$ cat src/rtl/serial_sub_pkg.sv
// Shared definitions for the bit-serial subtractor.
// Contents:
//   DEFAULT_WIDTH - default operand/result width
//   state_t       - controller state encoding (IDLE/SHIFT/DONE)
package serial_sub_pkg;

    localparam int DEFAULT_WIDTH = 8;

    typedef enum logic [1:0] {
        ST_IDLE  = 2'd0,
        ST_SHIFT = 2'd1,
        ST_DONE  = 2'd2
    } state_t;

endpackage

$ cat src/rtl/full_subtractor.sv
// One-bit full subtractor cell: diff = a - b - c, with borrow out.
// Ports:
//   a      in  minuend bit
//   b      in  subtrahend bit
//   c      in  borrow-in bit
//   diff   out difference bit
//   borrow out borrow-out bit
module full_subtractor (
    input  logic a,
    input  logic b,
    input  logic c,
    output logic diff,
    output logic borrow
);

    assign diff   = a ^ b ^ c;
    // Borrow when b exceeds a, or when a equals b and a borrow is pending.
    assign borrow = (~a & b) | (~(a ^ b) & c);

endmodule

$ cat src/rtl/serial_subtractor.sv
// Bit-serial unsigned subtractor: computes (a_in - b_in - bin) mod 2^WIDTH
// LSB-first over WIDTH cycles through a single full_subtractor cell.
// Ports:
//   clk        in  rising-edge clock
//   rst_n      in  asynchronous active-low reset
//   start      in  request a subtraction (accepted in IDLE or DONE)
//   a_in       in  minuend, captured on accept
//   b_in       in  subtrahend, captured on accept
//   bin        in  borrow-in, captured on accept
//   busy       out high while bits are being processed
//   done       out one-cycle pulse when the result becomes valid
//   diff_out   out result, held until the next completion
//   borrow_out out 1 iff a_in < b_in + bin
module serial_subtractor
    import serial_sub_pkg::*;
#(
    parameter int WIDTH = DEFAULT_WIDTH
) (
    input  logic             clk,
    input  logic             rst_n,
    input  logic             start,
    input  logic [WIDTH-1:0] a_in,
    input  logic [WIDTH-1:0] b_in,
    input  logic             bin,
    output logic             busy,
    output logic             done,
    output logic [WIDTH-1:0] diff_out,
    output logic             borrow_out
);

    localparam int              CNT_W    = (WIDTH > 1) ? $clog2(WIDTH) : 1;
    localparam logic [CNT_W-1:0] CNT_LAST = CNT_W'(WIDTH - 1);
    localparam logic [CNT_W-1:0] CNT_ONE  = CNT_W'(1);

    state_t             state_r;
    state_t             state_next_s;
    logic [CNT_W-1:0]   cnt_r;
    logic [WIDTH-1:0]   a_sh_r;
    logic [WIDTH-1:0]   b_sh_r;
    logic [WIDTH-1:0]   r_sh_r;
    logic               br_r;
    logic [WIDTH-1:0]   diff_r;
    logic               borrow_r;
    logic               busy_r;
    logic               done_r;
    logic               d_s;
    logic               bo_s;
    logic               load_s;
    logic               shift_s;
    logic               finish_s;

    full_subtractor u_cell (
        .a      (a_sh_r[0]),
        .b      (b_sh_r[0]),
        .c      (br_r),
        .diff   (d_s),
        .borrow (bo_s)
    );

    // Controller state register.
    always_ff @(posedge clk or negedge rst_n) begin
        if (!rst_n) begin
            state_r <= ST_IDLE;
        end else begin
            state_r <= state_next_s;
        end
    end

    // Next-state and datapath control decode.
    always_comb begin
        state_next_s = state_r;
        load_s       = 1'b0;
        shift_s      = 1'b0;
        finish_s     = 1'b0;
        case (state_r)
            ST_IDLE: begin
                if (start) begin
                    load_s       = 1'b1;
                    state_next_s = ST_SHIFT;
                end else begin
                    state_next_s = ST_IDLE;
                end
            end
            ST_SHIFT: begin
                // start is deliberately ignored here; operands are not re-sampled.
                shift_s = 1'b1;
                if (cnt_r == CNT_LAST) begin
                    finish_s     = 1'b1;
                    state_next_s = ST_DONE;
                end else begin
                    state_next_s = ST_SHIFT;
                end
            end
            ST_DONE: begin
                // Accepting here gives back-to-back jobs every WIDTH+1 cycles.
                if (start) begin
                    load_s       = 1'b1;
                    state_next_s = ST_SHIFT;
                end else begin
                    state_next_s = ST_IDLE;
                end
            end
            default: begin
                state_next_s = ST_IDLE;
            end
        endcase
    end

    // Operand/result shift registers, borrow flop and bit counter.
    always_ff @(posedge clk or negedge rst_n) begin
        if (!rst_n) begin
            a_sh_r <= {WIDTH{1'b0}};
            b_sh_r <= {WIDTH{1'b0}};
            r_sh_r <= {WIDTH{1'b0}};
            br_r   <= 1'b0;
            cnt_r  <= {CNT_W{1'b0}};
        end else if (load_s) begin
            a_sh_r <= a_in;
            b_sh_r <= b_in;
            r_sh_r <= {WIDTH{1'b0}};
            br_r   <= bin;
            cnt_r  <= {CNT_W{1'b0}};
        end else if (shift_s) begin
            a_sh_r <= {1'b0, a_sh_r[WIDTH-1:1]};
            b_sh_r <= {1'b0, b_sh_r[WIDTH-1:1]};
            r_sh_r <= {d_s, r_sh_r[WIDTH-1:1]};
            br_r   <= bo_s;
            cnt_r  <= cnt_r + CNT_ONE;
        end
    end

    // Result registers: updated only on completion, so they hold across a new start.
    always_ff @(posedge clk or negedge rst_n) begin
        if (!rst_n) begin
            diff_r   <= {WIDTH{1'b0}};
            borrow_r <= 1'b0;
        end else if (finish_s) begin
            // The last difference bit has not yet been shifted in, so merge it here.
            diff_r   <= {d_s, r_sh_r[WIDTH-1:1]};
            borrow_r <= bo_s;
        end
    end

    // Status flags registered from the next state so they align with it.
    always_ff @(posedge clk or negedge rst_n) begin
        if (!rst_n) begin
            busy_r <= 1'b0;
            done_r <= 1'b0;
        end else begin
            busy_r <= (state_next_s == ST_SHIFT);
            done_r <= (state_next_s == ST_DONE);
        end
    end

    assign busy       = busy_r;
    assign done       = done_r;
    assign diff_out   = diff_r;
    assign borrow_out = borrow_r;

endmodule

$ cat config.mk
export PLATFORM = sky130hd
export DESIGN_NAME = serial_subtractor
export DESIGN_NICKNAME = d
export VERILOG_FILES = /design/src/rtl/serial_sub_pkg.sv /design/src/rtl/full_subtractor.sv /design/src/rtl/serial_subtractor.sv
export SDC_FILE = /design/constraint.sdc
export NUM_CORES = 1
export LEC_CHECK = 0
export ABC_CLOCK_PERIOD_IN_PS = 3800
export BUFFER_PORTS_ARGS = -buffer_cell sky130_fd_sc_hd__buf_2
export CORE_ASPECT_RATIO = 0.7
export CORE_MARGIN = 2
export CORE_UTILIZATION = 60
export DETAILED_ROUTE_END_ITERATION = 10
export PLACE_DENSITY = 0.93
export SYNTH_ARGS = -nofsm -noshare
export SYNTH_HDL_FRONTEND = slang
export SYNTH_HIERARCHICAL = 1
export SYNTH_SLANG_ARGS = --single-unit
$ cat constraint.sdc
create_clock -name clk -period 3.8 [get_ports clk]
set_input_delay 0.38 -clock clk [delete_from_list [all_inputs] [get_ports clk]]
set_output_delay 0.38 -clock clk [all_outputs]
set_load 0.02 [all_outputs]
Word-level counts from Yosys, hierarchy flattened --
Index checks and enable logic that the tools add are counted.
Word-level totals: word-level logic and storage cells 44, bits of input ports 20, register bits 41
Operators by class: add/subtract/negate cells 1, equal/unequal tests 5, bitwise operators 7, mux-type cells 18, reduce and logical (&&, ||, !) cells 3
Operators with widths (count):
- $mux W8 | 6
- $mux W1 | 8
- $mux W3 | 2
- $eq A2 B1 Y1 const B | 2
- $eq A2 B2 Y1 const B | 2
- $pmux W2 S2 | 1
- $add A3 B1 Y3 const B | 1
- $eq A3 B3 Y1 const B | 1
- $and A1 B1 Y1 | 2
- $logic_not A2 Y1 | 1
- $mux W2 | 1
- $not A1 Y1 | 2
- $reduce_bool A2 Y1 | 1
- $reduce_or A2 Y1 | 1
- $xor A1 B1 Y1 | 2
- $or A1 B1 Y1 | 1

Logic depth before layout (Yosys ltp) --
depth after elaboration 6, gate-level depth with buffers 5, depth with buffers taken out 5

Modules after synthesis --
Netlist, hierarchy kept.
Modules (own cells, without submodules):
- serial_subtractor | area an instance 1954.4 sq um, cells an instance 139, seq. area each 1001.0 sq um, instances 1
- full_subtractor | area an instance 31.3 sq um, cells an instance 4, seq. area each 0.0 sq um, instances 1

Worst setup path after synthesis --
No wires, ideal clock.
path kind reg2reg, start point reg cnt_r[0], end point reg borrow_r, in the netlist borrow_out, setup time 0.125 ns, stages on the path, launching flop included 6, path slack 2.320 ns, buffers on the path 1, arrival time 1.355 ns, required time 3.675 ns, clock period less this slack 1.480 ns, path through dfrtp_1 -> ha_1 -> ha_1 -> nand3b_1 -> buf_4 -> mux2_2
On the way: word-level cells in the longest chain between the ends 3
RTL lines:
- start, declared | RTL line serial_subtractor.sv:37 | logic [CNT_W-1:0] cnt_r;
- start signal, assigned | RTL line serial_subtractor.sv:116 | cnt_r <= {CNT_W{1'b0}};
- start signal, assigned | RTL line serial_subtractor.sv:122 | cnt_r <= {CNT_W{1'b0}};
- start signal, assigned | RTL line serial_subtractor.sv:128 | cnt_r <= cnt_r + CNT_ONE;
- $eq A3 B3 Y1 | RTL line serial_subtractor.sv:87 | if (cnt_r == CNT_LAST) begin
- $mux W1 | RTL line serial_subtractor.sv:87
- $mux W1 | RTL line serial_subtractor.sv:75 | case (state_r)
- end signal, assigned | RTL line serial_subtractor.sv:140 | borrow_r <= bo_s;
- end, declared | RTL line serial_subtractor.sv:43 | logic borrow_r;
Every way passes these cells. A chain may end at the register's enable or synchronous reset.

Worst setup path in the final report --
start point reg state_r[0], end point reg diff_r[3], in the netlist diff_out[3]
On the way: word-level cells in the longest chain between the ends 2
RTL lines:
- start, declared | RTL line serial_subtractor.sv:35 | state_t state_r;
- start signal, assigned | RTL line serial_subtractor.sv:65 | state_r <= state_next_s;
- $eq A2 B1 Y1 | RTL line serial_subtractor.sv:75
- $mux W1 | RTL line serial_subtractor.sv:75
- end signal, assigned | RTL line serial_subtractor.sv:135 | diff_r <= {WIDTH{1'b0}};
- end signal, assigned | RTL line serial_subtractor.sv:139 | diff_r <= {d_s, r_sh_r[WIDTH-1:1]};
- end, declared | RTL line serial_subtractor.sv:42 | logic [WIDTH-1:0] diff_r;
Every way passes these cells.

==> results.sh <==
export IMPL_muxShareOfSynthArea_pct=35.0
export IMPL_path_clk_slew_ns=0.08
export IMPL_drive_above_1_share_pct=34.9
export IMPL_antennaDiodeCount=0
export IMPL_synth_xor_area_share_pct=0.441
export IMPL_antenna_found_initial=0
export IMPL_synthFlopType="dfrtp_1"
export IMPL_drtIter0Drc=95
export IMPL_power_density_nw_per_um2=769
export IMPL_grt_pass1_vias=1222
export IMPL_synth_top_family_by_area="multiplexers"
export IMPL_grt_max_degree=41
export IMPL_fillers=222
export IMPL_ys_seq_area_share_pct=50.4
export IMPL_synth_simple_gate_area_share_pct=1.39
export IMPL_ys_ff_latch=40
export IMPL_path_buf_inv=0
export IMPL_power_frac_comb_pct=39.3
export IMPL_ctsHoldBuffers=0
export IMPL_hold_path_class="primary input to asynchronous set/reset pin"
export IMPL_synth_area_sq_um=1990
export IMPL_slew_headroom_pct=39.5
export IMPL_num_nets_final=195
export IMPL_p_switching_uw=612
export IMPL_finalSetupTns_ns=0
export IMPL_layout_setup_ws_ns=1.64
export IMPL_cts_resized=0
export IMPL_numCtsBuffers=5
export IMPL_final_min_clock_period_ns=2.16
export IMPL_power_mw=1.68
export IMPL_p_leak_nw=1.13
export IMPL_synth_cells=143
export IMPL_antenna_left=0
export IMPL_routed_via_density=5.77
export IMPL_areaGrowthSynthToFinish_pct=10.2
export IMPL_syn_num_nets=166
export IMPL_dieHeight_um=52.1
export IMPL_seqPwrFrac_pct=45.0
export IMPL_post_cts_buffers=0
export IMPL_hold_viol=0
export IMPL_hold_ws_ns=0.189
export IMPL_cp_required_ns=3.98
export IMPL_start_util_pct=63.1
export IMPL_grt_first_pass_wirelength_um=6020
export IMPL_fmax_mhz=462
export IMPL_worstSetupEndpointType="flip-flop"
export IMPL_synth_compound_area_share_pct=4.91
export IMPL_rows=17
export IMPL_peakVddDrop_mv=0.398
export IMPL_synth_edff_count=0
export IMPL_io_buffers=30
export IMPL_num_vias=1212
export IMPL_grt_use_total_pct=22.0
export IMPL_worstMarginPinSlew_ns=0.907
export IMPL_dr_pass1_iters=4
export IMPL_cp_arrival_ns=2.34
export IMPL_cpPeakStageDelay_ns=0.94
export IMPL_crit_path_cell_trace="nand3b_1 > mux2_2"
export IMPL_yosysMostFrequentCell="mux2i_1"
export IMPL_synth_area_leaders="dfrtp_1 (50%), mux2i_1 (24%), mux2_2 (11%)"
export IMPL_clock_sinks=40
export IMPL_core_area_sq_um=3150
export IMPL_clockRootBuffer="clkbuf_8"
export IMPL_drc_errors=0
export IMPL_slew_violations=0
export IMPL_final_period_utilization_pct=56.9
export IMPL_wl_per_cell_um=17.5
export IMPL_p_int_mw=1.07
export IMPL_die_area_sq_um=3790
export IMPL_ios=31
export IMPL_die_width_um=72.8
export IMPL_yosysUniqueCellTypes=17
export IMPL_cts_buffer_depth=2
export IMPL_synthAdderAreaFrac_pct=2.27
export IMPL_clk_latency_ns=0.29
export IMPL_synth_avg_cell_area_sq_um=13.9
export IMPL_synth_common_cells="mux2i_1 (47), dfrtp_1 (40), mux2_2 (20)"
export IMPL_setup_worst_path_class="flip-flop to flip-flop"
export IMPL_rsz0062_at_grt="no"
export IMPL_dp_hpwl_um=2450
export IMPL_swShare_pct=36.4
export IMPL_status="finished, final reports clean"
export IMPL_pre_cts_slack_ns=1.66
export IMPL_yosysWarnings=6
export IMPL_clock_power_share_pct=15.7
export IMPL_cap_viol_max_count=0
export IMPL_cp_slowest_cell="dfrtp_1"
export IMPL_crit_family="flip-flops"
export IMPL_htree_num_levels=2
export IMPL_globalplace_congestion=0.728
export IMPL_synthArstFlopShare_pct=100
export IMPL_finalClockSkew_ns=0.00746
export IMPL_finalSetupViolCount=0
export IMPL_cts_tree="yes"
export IMPL_synth_area_leader_cell="dfrtp_1"
export IMPL_grt_ovfl_total=0
export IMPL_worstPathMaxFanout=19
export IMPL_critPathLaunchType="flip-flop"
export IMPL_yosysTopAreaCellShare_pct=50.4
export IMPL_drt_total_wl_um=3680
[sequential cells by signal, indices dropped and copies added (netlist names)]
signal / count
a_sh_r: 8
b_sh_r: 8
borrow_out: 1
br_r: 1
busy: 1
cnt_r: 3
diff_out: 8
done: 1
r_sh_r: 7
state_r: 2
[through the flow]
| step | area (sq um) | util (%) | instances |
|---|---|---|---|
| 2_1_floorplan | 1990 | - | 143 |
| 3_3_place_gp | 2110 | 66.9 | 203 |
| 3_5_place_dp | 2110 | 66.9 | 203 |
| 4_1_cts | 2190 | 69.5 | 210 |
| 5_1_grt | 2190 | 69.5 | 210 |
| 6_report | 2190 | 69.5 | 210 |
[path summary, 6_finish.rpt]
path                       slack (ns)  depth (start not counted)   startpoint          end
setup / recovery                 1.64                          2   state_r[0]  diff_out[3]
setup reg to reg                 1.64                          2   state_r[0]  diff_out[3]
min in group clk                 0.38                          3      b_in[6]    b_sh_r[6]
hold reg to reg                  0.50                          1  diff_out[6]  diff_out[6]
max in group asynchronous        3.06                          1        rst_n     cnt_r[1]
hold / removal                   0.19                          1        rst_n  diff_out[6]
[cells in the final DEF, fill, tap and decap left out]
| master | synthesis | routed |
|---|---|---|
| clkinv_2 | 0 | 1 |
| buf_4 | 2 | 2 |
| ha_1 | 2 | 2 |
| nand3_1 | 2 | 2 |
| clkinvlp_4 | 0 | 1 |
| a22o_1 | 10 | 10 |
| xnor2_1 | 1 | 1 |
| inv_1 | 5 | 5 |
| clkbuf_8 | 0 | 5 |
| dfrtp_1 | 40 | 40 |
| mux2i_1 | 47 | 47 |
| nor2_2 | 1 | 1 |
| buf_2 | 5 | 30 |
| nor2_1 | 1 | 1 |
| mux2_2 | 20 | 20 |
| fa_1 | 1 | 1 |
| nand3b_1 | 1 | 1 |
| o21ai_0 | 2 | 2 |
[worst reg2reg max path, stage by stage (launching register included)]
cell,delay (ns)
dfrtp_1,0.94
nand3b_1,0.64
mux2_2,0.47
[layer usage]
metal / vias up / track usage (%) / share of wire (%)
li1: 577 / - / -
met2: 29 / 37.6 / 51
met4: 0 / 9.26 / 1.8
met1: 599 / 27.8 / 44
met5: - / 0 / 0
met3: 7 / 4.07 / 3.4
[logic make-up after synthesis]
logic type               after synthesis
adder cells (fa/ha/maj)                3
XOR/XNOR                               1
buffers and inverters                 15
AO/OA/AOI/OAI                         12
flip-flops                            40
AND/OR/NAND/NOR                        5
multiplexers                          67
[power groups by stage]
stage	Clock, mW	Sequential, mW	Combinational (mW)
detailed placement	0	0.761	0.651
floorplan	0	0.760	0.488
finish	0.265	0.758	0.661
CTS	0.269	0.758	0.667
global placement	0	0.739	0.606
global route	0.288	0.782	0.714
[final cells by class]
cell class                 count  area [sq um]  area share [%]
sequential                    40          1000            45.7
multi-input combinational     88           875            40.0
timing repair buffer          32           165            7.55
clock buffer                   5          68.8            3.14
tap                           38          47.5            2.17
inverter                       5          18.8           0.858
clock inverter                 2          12.5           0.572
(Power assumes the default switching activity.)
